===== config.mk =====
export PLATFORM = sky130hd
export DESIGN_NAME = risc_control_unit
export DESIGN_NICKNAME = d
export VERILOG_FILES = /design/src/rtl/risc_pkg.sv /design/src/rtl/risc_control_unit.sv
export SDC_FILE = /design/constraint.sdc
export NUM_CORES = 1
export LEC_CHECK = 0
export ABC_AREA = 1
export CORE_UTILIZATION = 39
export DETAILED_ROUTE_END_ITERATION = 7
export GPL_ROUTABILITY_DRIVEN = 0
export GPL_TIMING_DRIVEN = 0
export PLACE_DENSITY = 0.82
export SYNTH_ARGS = -nofsm -noshare
export SYNTH_HDL_FRONTEND = slang
export SYNTH_SLANG_ARGS = --single-unit

===== constraint.sdc =====
create_clock -name clk -period 1.9 [get_ports clk]
set_clock_uncertainty 0.2 [all_clocks]
set_input_delay 0.38 -clock clk [delete_from_list [all_inputs] [get_ports clk]]
set_output_delay 0.38 -clock clk [all_outputs]
set_load 0.02 [all_outputs]

===== src/rtl/risc_pkg.sv =====
// risc_pkg: shared opcode, bus-select and control-state definitions for the RISC machine.
package risc_pkg;
    localparam logic [3:0] OP_NOP = 4'd0;
    localparam logic [3:0] OP_ADD = 4'd1;
    localparam logic [3:0] OP_SUB = 4'd2;
    localparam logic [3:0] OP_AND = 4'd3;
    localparam logic [3:0] OP_NOT = 4'd4;
    localparam logic [3:0] OP_RD  = 4'd5;
    localparam logic [3:0] OP_WR  = 4'd6;
    localparam logic [3:0] OP_BR  = 4'd7;
    localparam logic [3:0] OP_BRZ = 4'd8;
    localparam logic [2:0] SEL_R0 = 3'd0;
    localparam logic [2:0] SEL_R1 = 3'd1;
    localparam logic [2:0] SEL_R2 = 3'd2;
    localparam logic [2:0] SEL_R3 = 3'd3;
    localparam logic [2:0] SEL_PC = 3'd4;
    localparam logic [1:0] SEL_ALU  = 2'd0;
    localparam logic [1:0] SEL_BUS1 = 2'd1;
    localparam logic [1:0] SEL_MEM  = 2'd2;
    typedef enum logic [3:0] {
        S_IDLE, S_FET1, S_FET2, S_DEC, S_EX1,
        S_RD1, S_RD2, S_WR1, S_WR2, S_BR1, S_BR2, S_HALT
    } state_t;
endpackage


===== src/rtl/risc_control_unit.sv =====
// risc_control_unit: fetch/decode/execute sequencer producing all datapath strobes.
module risc_control_unit
    import risc_pkg::*;
#(
    parameter int WORD_SIZE   = 8,
    parameter int OPCODE_SIZE = 4,
    parameter int SEL1_SIZE   = 3,
    parameter int SEL2_SIZE   = 2
) (
    input  logic                   clk,
    input  logic                   rst_n,
    input  logic [WORD_SIZE-1:0]   instruction,
    input  logic                   zero,
    output logic [3:0]             load_reg,
    output logic                   load_pc,
    output logic                   inc_pc,
    output logic [SEL1_SIZE-1:0]   sel_bus_1,
    output logic [SEL2_SIZE-1:0]   sel_bus_2,
    output logic                   load_ir,
    output logic                   load_add_r,
    output logic                   load_reg_y,
    output logic                   load_reg_z,
    output logic                   write,
    output logic                   halted
);
    state_t state, state_next;
    logic [OPCODE_SIZE-1:0] opcode;
    logic [1:0] src, dest;
    logic [2:0] s1;
    logic [1:0] s2;
    assign opcode = instruction[WORD_SIZE-1 -: OPCODE_SIZE];
    assign src = instruction[3:2];
    assign dest = instruction[1:0];
    assign sel_bus_1 = SEL1_SIZE'(s1);
    assign sel_bus_2 = SEL2_SIZE'(s2);
    assign halted = state == S_HALT;
    always_ff @(posedge clk or negedge rst_n)
        if (!rst_n) state <= S_IDLE;
        else state <= state_next;
    always_comb begin
        state_next = S_IDLE;
        case (state)
            S_IDLE: state_next = S_FET1;
            S_FET1: state_next = S_FET2;
            S_FET2: state_next = S_DEC;
            S_DEC:
                case (opcode)
                    OP_NOP, OP_NOT:         state_next = S_FET1;
                    OP_ADD, OP_SUB, OP_AND: state_next = S_EX1;
                    OP_RD:                  state_next = S_RD1;
                    OP_WR:                  state_next = S_WR1;
                    OP_BR:                  state_next = S_BR1;
                    OP_BRZ:                 state_next = zero ? S_BR1 : S_FET1;
                    default:                state_next = S_HALT;
                endcase
            S_RD1: state_next = S_RD2;
            S_WR1: state_next = S_WR2;
            S_BR1: state_next = S_BR2;
            S_EX1, S_RD2, S_WR2, S_BR2: state_next = S_FET1;
            S_HALT: state_next = S_HALT;
            default: state_next = S_IDLE;
        endcase
    end
    // Second word of RD/WR/BR is an address; S_DEC points the address register at it.
    always_comb begin
        load_reg = 4'b0;
        load_pc = 1'b0;
        inc_pc = 1'b0;
        s1 = SEL_R0;
        s2 = SEL_ALU;
        load_ir = 1'b0;
        load_add_r = 1'b0;
        load_reg_y = 1'b0;
        load_reg_z = 1'b0;
        write = 1'b0;
        case (state)
            S_FET1: begin
                s1 = SEL_PC;
                s2 = SEL_BUS1;
                load_add_r = 1'b1;
            end
            S_FET2: begin
                s2 = SEL_MEM;
                load_ir = 1'b1;
                inc_pc = 1'b1;
            end
            S_DEC:
                case (opcode)
                    OP_ADD, OP_SUB, OP_AND: begin
                        s1 = {1'b0, src};
                        s2 = SEL_BUS1;
                        load_reg_y = 1'b1;
                    end
                    OP_NOT: begin
                        s1 = {1'b0, src};
                        load_reg_z = 1'b1;
                        load_reg = 4'b1 << dest;
                    end
                    OP_RD, OP_WR, OP_BR: begin
                        s1 = SEL_PC;
                        s2 = SEL_BUS1;
                        load_add_r = 1'b1;
                    end
                    OP_BRZ: begin
                        s1 = zero ? SEL_PC : SEL_R0;
                        s2 = zero ? SEL_BUS1 : SEL_ALU;
                        load_add_r = zero;
                        inc_pc = !zero;
                    end
                    default: ;
                endcase
            S_EX1: begin
                s1 = {1'b0, dest};
                load_reg_z = 1'b1;
                load_reg = 4'b1 << dest;
            end
            S_RD1, S_WR1: begin
                s2 = SEL_MEM;
                load_add_r = 1'b1;
                inc_pc = 1'b1;
            end
            S_RD2: begin
                s2 = SEL_MEM;
                load_reg = 4'b1 << dest;
            end
            S_WR2: begin
                s1 = {1'b0, src};
                write = 1'b1;
            end
            S_BR1: begin
                s2 = SEL_MEM;
                load_add_r = 1'b1;
            end
            S_BR2: begin
                s2 = SEL_MEM;
                load_pc = 1'b1;
            end
            default: ;
        endcase
    end
endmodule


### After elaboration in Yosys (flattened, before gate mapping)

Index checks and enable logic that the tools add are counted.

* shift operators: 1
* multiplexer cells: 22
* equality and inequality tests: 19
* reduce and logical (&&, ||, !) cells: 13

Operators by type and width (count)
* == test 4 x 3 -> 1 bit (second input constant): 8
* case mux 4 bit (8 select lines): 1
* case mux 4 bit (6 select lines): 1
* == test 4 bit (second input constant): 5
* == test 4 x 2 -> 1 bit (second input constant): 4
* case mux 3 bit (4 select lines): 1
* OR reduction 6 bit: 2
* case mux 1 bit (2 select lines): 5
* case mux 3 bit (3 select lines): 1
* OR reduction 3 bit: 3
* == test 4 x 1 -> 1 bit (second input constant): 2
* zero test 4 bit: 2
* 2-to-1 mux 1 bit: 8
* 2-to-1 mux 4 bit: 2
* case mux 4 bit (2 select lines): 1
* OR reduction 4 bit: 2
* case mux 2 bit (3 select lines): 1
* OR reduction 5 bit: 1
* OR reduction 2 bit: 2
* left shift 1 x 2 -> 4 bit (first input constant): 1
* 2-to-1 mux 3 bit: 1
* zero test 1 bit: 1

* logic and storage cells: 56
* register bits: 4
* output and inout bits: 17
* bits of input ports: 11

### Logic depth before layout (Yosys ltp)

* word-level depth: 4
* mapped depth: 9
* mapped depth without buffers: 9

### Worst setup path after synthesis

OpenSTA, ideal clock, no wires.

* kind: reg-to-output
* from: register state[0]
* to: output port inc_pc
* stages on the path, launching flop included: 6
* buffers on the path: 0
* setup slack: 0.053 ns
* data required time: 1.320 ns
* arrival: 1.267 ns
* path through: dfrtp_1 -> inv_1 -> nand2_1 -> nor2_1 -> nor2_1 -> o21ai_1

* longest elaborated chain between the ends: 3
* elaborated cells between the ends (all ways): 6
* those cells by class: eq/ne: 4; mux: 1; reduce/logical: 1

RTL lines
* from (decl): RTL line risc_control_unit.sv:26 `state_t state, state_next;`
* from (signal assigned): RTL line risc_control_unit.sv:39 `else state <= state_next;`
* == test 4 x 3 -> 1 bit / == test 4 x 2 -> 1 bit (equally long branches): RTL line risc_control_unit.sv:76 `case (state)`
* OR reduction 3 bit (no line)
* case mux 1 bit (2 select lines) (*): RTL line risc_control_unit.sv:76
* to (decl): RTL line risc_control_unit.sv:16 `output logic inc_pc,`

Every way passes the cells marked *; elsewhere a longest branch is shown, timed or not.

### Worst setup path in the final report

* from: register state[3]
* to: output port load_reg[1]

* longest elaborated chain between the ends: 3
* elaborated cells between the ends (all ways): 5
* those cells by class: eq/ne: 3; mux: 1; reduce/logical: 1

RTL lines
* == test 4 x 3 -> 1 bit: RTL line risc_control_unit.sv:76
* OR reduction 2 bit (no line)
* case mux 4 bit (2 select lines) (*): RTL line risc_control_unit.sv:76
* to (decl): RTL line risc_control_unit.sv:14 `output logic [3:0] load_reg,`

Marked as above.

==> metrics.txt <==
# TYPE chip_impl_metric gauge
chip_impl_info{name="status",value="finished, violations left"} 1
chip_impl_info{name="failed_checks",value="setup timing"} 1
chip_impl_metric{name="leakagePower",unit="nW"} 0.600
chip_impl_metric{name="finalNonFillerCells",unit=""} 167
chip_impl_metric{name="number_of_global_route_vias_before_repair",unit=""} 686
chip_impl_metric{name="number_of_distinct_library_cells_after_synthesis",unit=""} 20
chip_impl_metric{name="setup_viol",unit=""} 13
chip_impl_metric{name="overflow",unit=""} 0
chip_impl_metric{name="synth.yosys.seq_area_share",unit="%"} 18.0
chip_impl_metric{name="worstMarginPinSlew",unit="ns"} 0.219
chip_impl_metric{name="numCtsBuffers",unit=""} 3
chip_impl_metric{name="detailedRoute.firstPassIterationCount",unit=""} 4
chip_impl_info{name="critical_path.startpoint_type",value="flip-flop"} 1
chip_impl_metric{name="cts.reportedPaths.clkPinSlew",unit="ns"} 0.04
chip_impl_metric{name="timing.critical_path.fanout_max",unit=""} 4
chip_impl_metric{name="design.final.nets",unit=""} 164
chip_impl_metric{name="drv_cap",unit=""} 0
chip_impl_metric{name="wire_per_inst",unit="um"} 14.5
chip_impl_metric{name="io-pin-count",unit=""} 28
chip_impl_metric{name="vias_per_cell",unit=""} 5.21
chip_impl_metric{name="final_antenna_net_count",unit=""} 0
chip_impl_metric{name="die_area",unit="um^2"} 1580
chip_impl_info{name="critical_path_endpoint_category",value="primary output"} 1
chip_impl_info{name="criticalPathCategory",value="reg2out"} 1
chip_impl_metric{name="max_freq",unit="GHz"} 0.480
chip_impl_metric{name="largest_net_degree_at_the_start_of_global_routing",unit=""} 6
chip_impl_info{name="synth.area.top_cells",value="sky130_fd_sc_hd__dfrtp_1 18%, sky130_fd_sc_hd__nand2_1 18%, sky130_fd_sc_hd__nor2_1 16%"} 1
chip_impl_metric{name="maximum_resistive_drop_on_vdd",unit="mV"} 0.803
chip_impl_metric{name="largest_register_ffs",unit=""} 4
chip_impl_metric{name="syn_to_final_growth",unit="%"} 96.2
chip_impl_metric{name="die_y",unit="um"} 39.8
chip_impl_metric{name="clock_insertion_delay_worst_skew",unit="ns"} 0.24
chip_impl_metric{name="placed_cells",unit=""} 145
chip_impl_metric{name="final-hold-violation-count",unit=""} 0
chip_impl_metric{name="mean_syn_cell_area",unit="um^2"} 5.41
chip_impl_metric{name="report.power.total",unit="mW"} 1.64
chip_impl_info{name="grt_setup_unrepaired",value="yes"} 1
chip_impl_metric{name="cts-htree-levels",unit=""} 1
chip_impl_metric{name="cts_hold_buffers",unit=""} 0
chip_impl_info{name="crit_family",value="simple AND/OR/NAND/NOR gates"} 1
chip_impl_metric{name="required",unit="ns"} 1.32
chip_impl_metric{name="p_per_cell_area",unit="nW/um^2"} 1500
chip_impl_metric{name="worst_slew_margin_rel",unit="%"} 85.4
chip_impl_metric{name="setup-tns-final",unit="ns"} -1.56
chip_impl_metric{name="post-dp-hpwl",unit="um"} 1260
chip_impl_metric{name="slew_violations",unit=""} 0
chip_impl_metric{name="synth_instances",unit=""} 103
chip_impl_metric{name="number_of_warning_messages_in_the_yosys_log",unit=""} 0
chip_impl_metric{name="critical_path_arrival",unit="ns"} 1.50
chip_impl_metric{name="synth_top_cell_area_share",unit="%"} 18.0
chip_impl_info{name="largestRegisters",value="state (4)"} 1
chip_impl_metric{name="core_area",unit="um^2"} 1320
chip_impl_info{name="slowest_stage",value="sky130_fd_sc_hd__dfrtp_1"} 1
chip_impl_metric{name="groute.usage.overall",unit="%"} 28.0
chip_impl_metric{name="layout.core_utilization",unit="%"} 82.9
chip_impl_info{name="clock_tree_from_tritoncts",value="built"} 1
chip_impl_metric{name="totalWireLength",unit="um"} 2420
chip_impl_metric{name="synth_seq_cells",unit=""} 4
chip_impl_metric{name="clock_tree.buffer_depth",unit=""} 2
chip_impl_metric{name="core.rowCount",unit=""} 13
chip_impl_metric{name="critical_path.n_buffers_inverters",unit=""} 2
chip_impl_metric{name="finalCritPeriodShare",unit="%"} 110
chip_impl_metric{name="number_of_input_and_output_port_buffers_inserted",unit=""} 27
chip_impl_metric{name="area_of_all_placed_cells_without_fillers",unit="um^2"} 1090
chip_impl_info{name="root_buffer",value="sky130_fd_sc_hd__clkbuf_4"} 1
chip_impl_metric{name="dr_total_vias",unit=""} 870
chip_impl_metric{name="post_synth_instance_area",unit="um^2"} 557
chip_impl_info{name="max_flop_register",value="state"} 1
chip_impl_metric{name="wire_length_of_the_first_global_routing_pass",unit="um"} 2880
chip_impl_metric{name="grt_antenna_before_repair",unit=""} 0
chip_impl_metric{name="initial_core_util",unit="%"} 42.3
chip_impl_info{name="synth_top_cell_by_area",value="sky130_fd_sc_hd__dfrtp_1"} 1
chip_impl_metric{name="drt_first_iter_violations",unit=""} 26
chip_impl_metric{name="cts.sinks",unit=""} 4
chip_impl_metric{name="share_of_post_route_cells_with_drive_strength_above_1",unit="%"} 49.0
chip_impl_metric{name="detailed_place.area",unit="um^2"} 846
chip_impl_info{name="critical-path-top-cell-by-count",value="sky130_fd_sc_hd__nand2_4"} 1
chip_impl_metric{name="setup_slack",unit="ns"} -0.182
chip_impl_metric{name="fin_crit",unit="ns"} 2.08
chip_impl_metric{name="drc",unit=""} 0
chip_impl_info{name="crit_chain",value="inv_2, nand2_4, nor2_8, nand2_4, o21ai_4, nand2_2, nor2_1, buf_4"} 1
chip_impl_metric{name="dieWidth",unit="um"} 39.8
chip_impl_info{name="timing.hold.worst.class",value="in2async"} 1
chip_impl_metric{name="slowest_delay",unit="ns"} 0.40
chip_impl_metric{name="number_of_nets_produced_by_synthesis",unit=""} 114
-- placed cells by master, fill, tap and decap left out, types with 4 or more instances in the layout --
| cell type | Yosys | final |
|---|---|---|
| sky130_fd_sc_hd__nand2_1 | 26 | 22 |
| sky130_fd_sc_hd__buf_4 | 0 | 18 |
| sky130_fd_sc_hd__nor2_1 | 23 | 17 |
| sky130_fd_sc_hd__buf_6 | 0 | 13 |
| sky130_fd_sc_hd__inv_2 | 6 | 10 |
| sky130_fd_sc_hd__inv_1 | 14 | 9 |
| sky130_fd_sc_hd__nand2_4 | 2 | 6 |
| sky130_fd_sc_hd__nand3_1 | 6 | 6 |
| sky130_fd_sc_hd__clkdlybuf4s50_1 | 0 | 5 |
| sky130_fd_sc_hd__nor2_4 | 0 | 4 |
| sky130_fd_sc_hd__o21ai_1 | 7 | 4 |
| sky130_fd_sc_hd__nor2_2 | 1 | 4 |
-- report_power, final --
group,switching (mW),internal [mW]
clock network,0.0352,0.0706
logic,0.752,0.592
registers,0.0649,0.128
total,0.852,0.791
-- layer usage --
metal  global-route usage (%)  vias up  part of all wire, %
li1                         -      425                    -
met1                     32.3      402                   42
met2                     48.8       36                   52
met3                     5.11        7                  4.2
met4                     12.9        0                  1.5
met5                        0        -                    0
-- path summary, 6_finish.rpt --
kind	from	end	slack [ns]	cells after the start
setup / recovery	state[3]$_DFF_PN0_	load_reg[1]	-0.18	8
hold / removal	rst_n	state[2]$_DFF_PN0_	0.14	1
setup reg to reg	state[3]$_DFF_PN0_	state[0]$_DFF_PN0_	0.44	6
hold reg to reg	state[2]$_DFF_PN0_	state[0]$_DFF_PN0_	0.45	2
max in group asynchronous	rst_n	state[1]$_DFF_PN0_	1.18	1
min in group clk	state[2]$_DFF_PN0_	state[0]$_DFF_PN0_	0.45	2
-- layout make-up --
class | count | area [um^2]
sequential | 4 | 103
tap | 15 | 18.8
multi-input combinational | 80 | 472
antenna | 1 | 2.50
inverter | 20 | 77.6
timing repair buffer | 44 | 397
clock buffer | 3 | 22.5
fill | 93 | 225
-- Yosys cell counts --
cell type / n
sky130_fd_sc_hd__o21ai_2: 1
sky130_fd_sc_hd__nand2_4: 2
sky130_fd_sc_hd__a211o_1: 1
sky130_fd_sc_hd__a22oi_1: 1
sky130_fd_sc_hd__o21ai_1: 7
sky130_fd_sc_hd__nand2_1: 26
sky130_fd_sc_hd__nor2_8: 1
sky130_fd_sc_hd__dfrtp_1: 4
sky130_fd_sc_hd__inv_2: 6
sky130_fd_sc_hd__nor3_1: 1
sky130_fd_sc_hd__nand4_1: 1
sky130_fd_sc_hd__nor2_1: 23
sky130_fd_sc_hd__o21bai_1: 1
sky130_fd_sc_hd__o21ai_0: 1
sky130_fd_sc_hd__nor2_2: 1
sky130_fd_sc_hd__a31oi_1: 1
sky130_fd_sc_hd__nand3_1: 6
sky130_fd_sc_hd__inv_1: 14
sky130_fd_sc_hd__nand2_2: 3
sky130_fd_sc_hd__a21oi_1: 2
-- repair_timing --
item,4_1_cts,5_1_grt
pin swaps,9,11
buffers inserted,10,7
gates resized for setup,99,35
endpoints found under the hold margin,0,0
cloned,1,0
setup endpoints to repair,17,17
-- logic make-up (layout without fill, tap and decap cells) --
| logic type | Yosys count | in the layout | share of synthesized area, % |
|---|---|---|---|
| simple gates | 64 | 65 | 52.6 |
| buf+inv | 20 | 67 | 13.5 |
| compound gates | 15 | 15 | 16.0 |
| flops | 4 | 4 | 18.0 |
| other cells | 0 | 1 | 0 |
-- per-stage QoR --
stage               hold slack, ns  setup slack, ns
finish                       0.139           -0.182
global route                 0.153           -0.236
global placement             0.333           -0.804
CTS                          0.142           -0.170
floorplan                   -0.116           0.0531
detailed placement           0.336           -0.820
No activity file was read; power rests on OpenSTA's default activity.
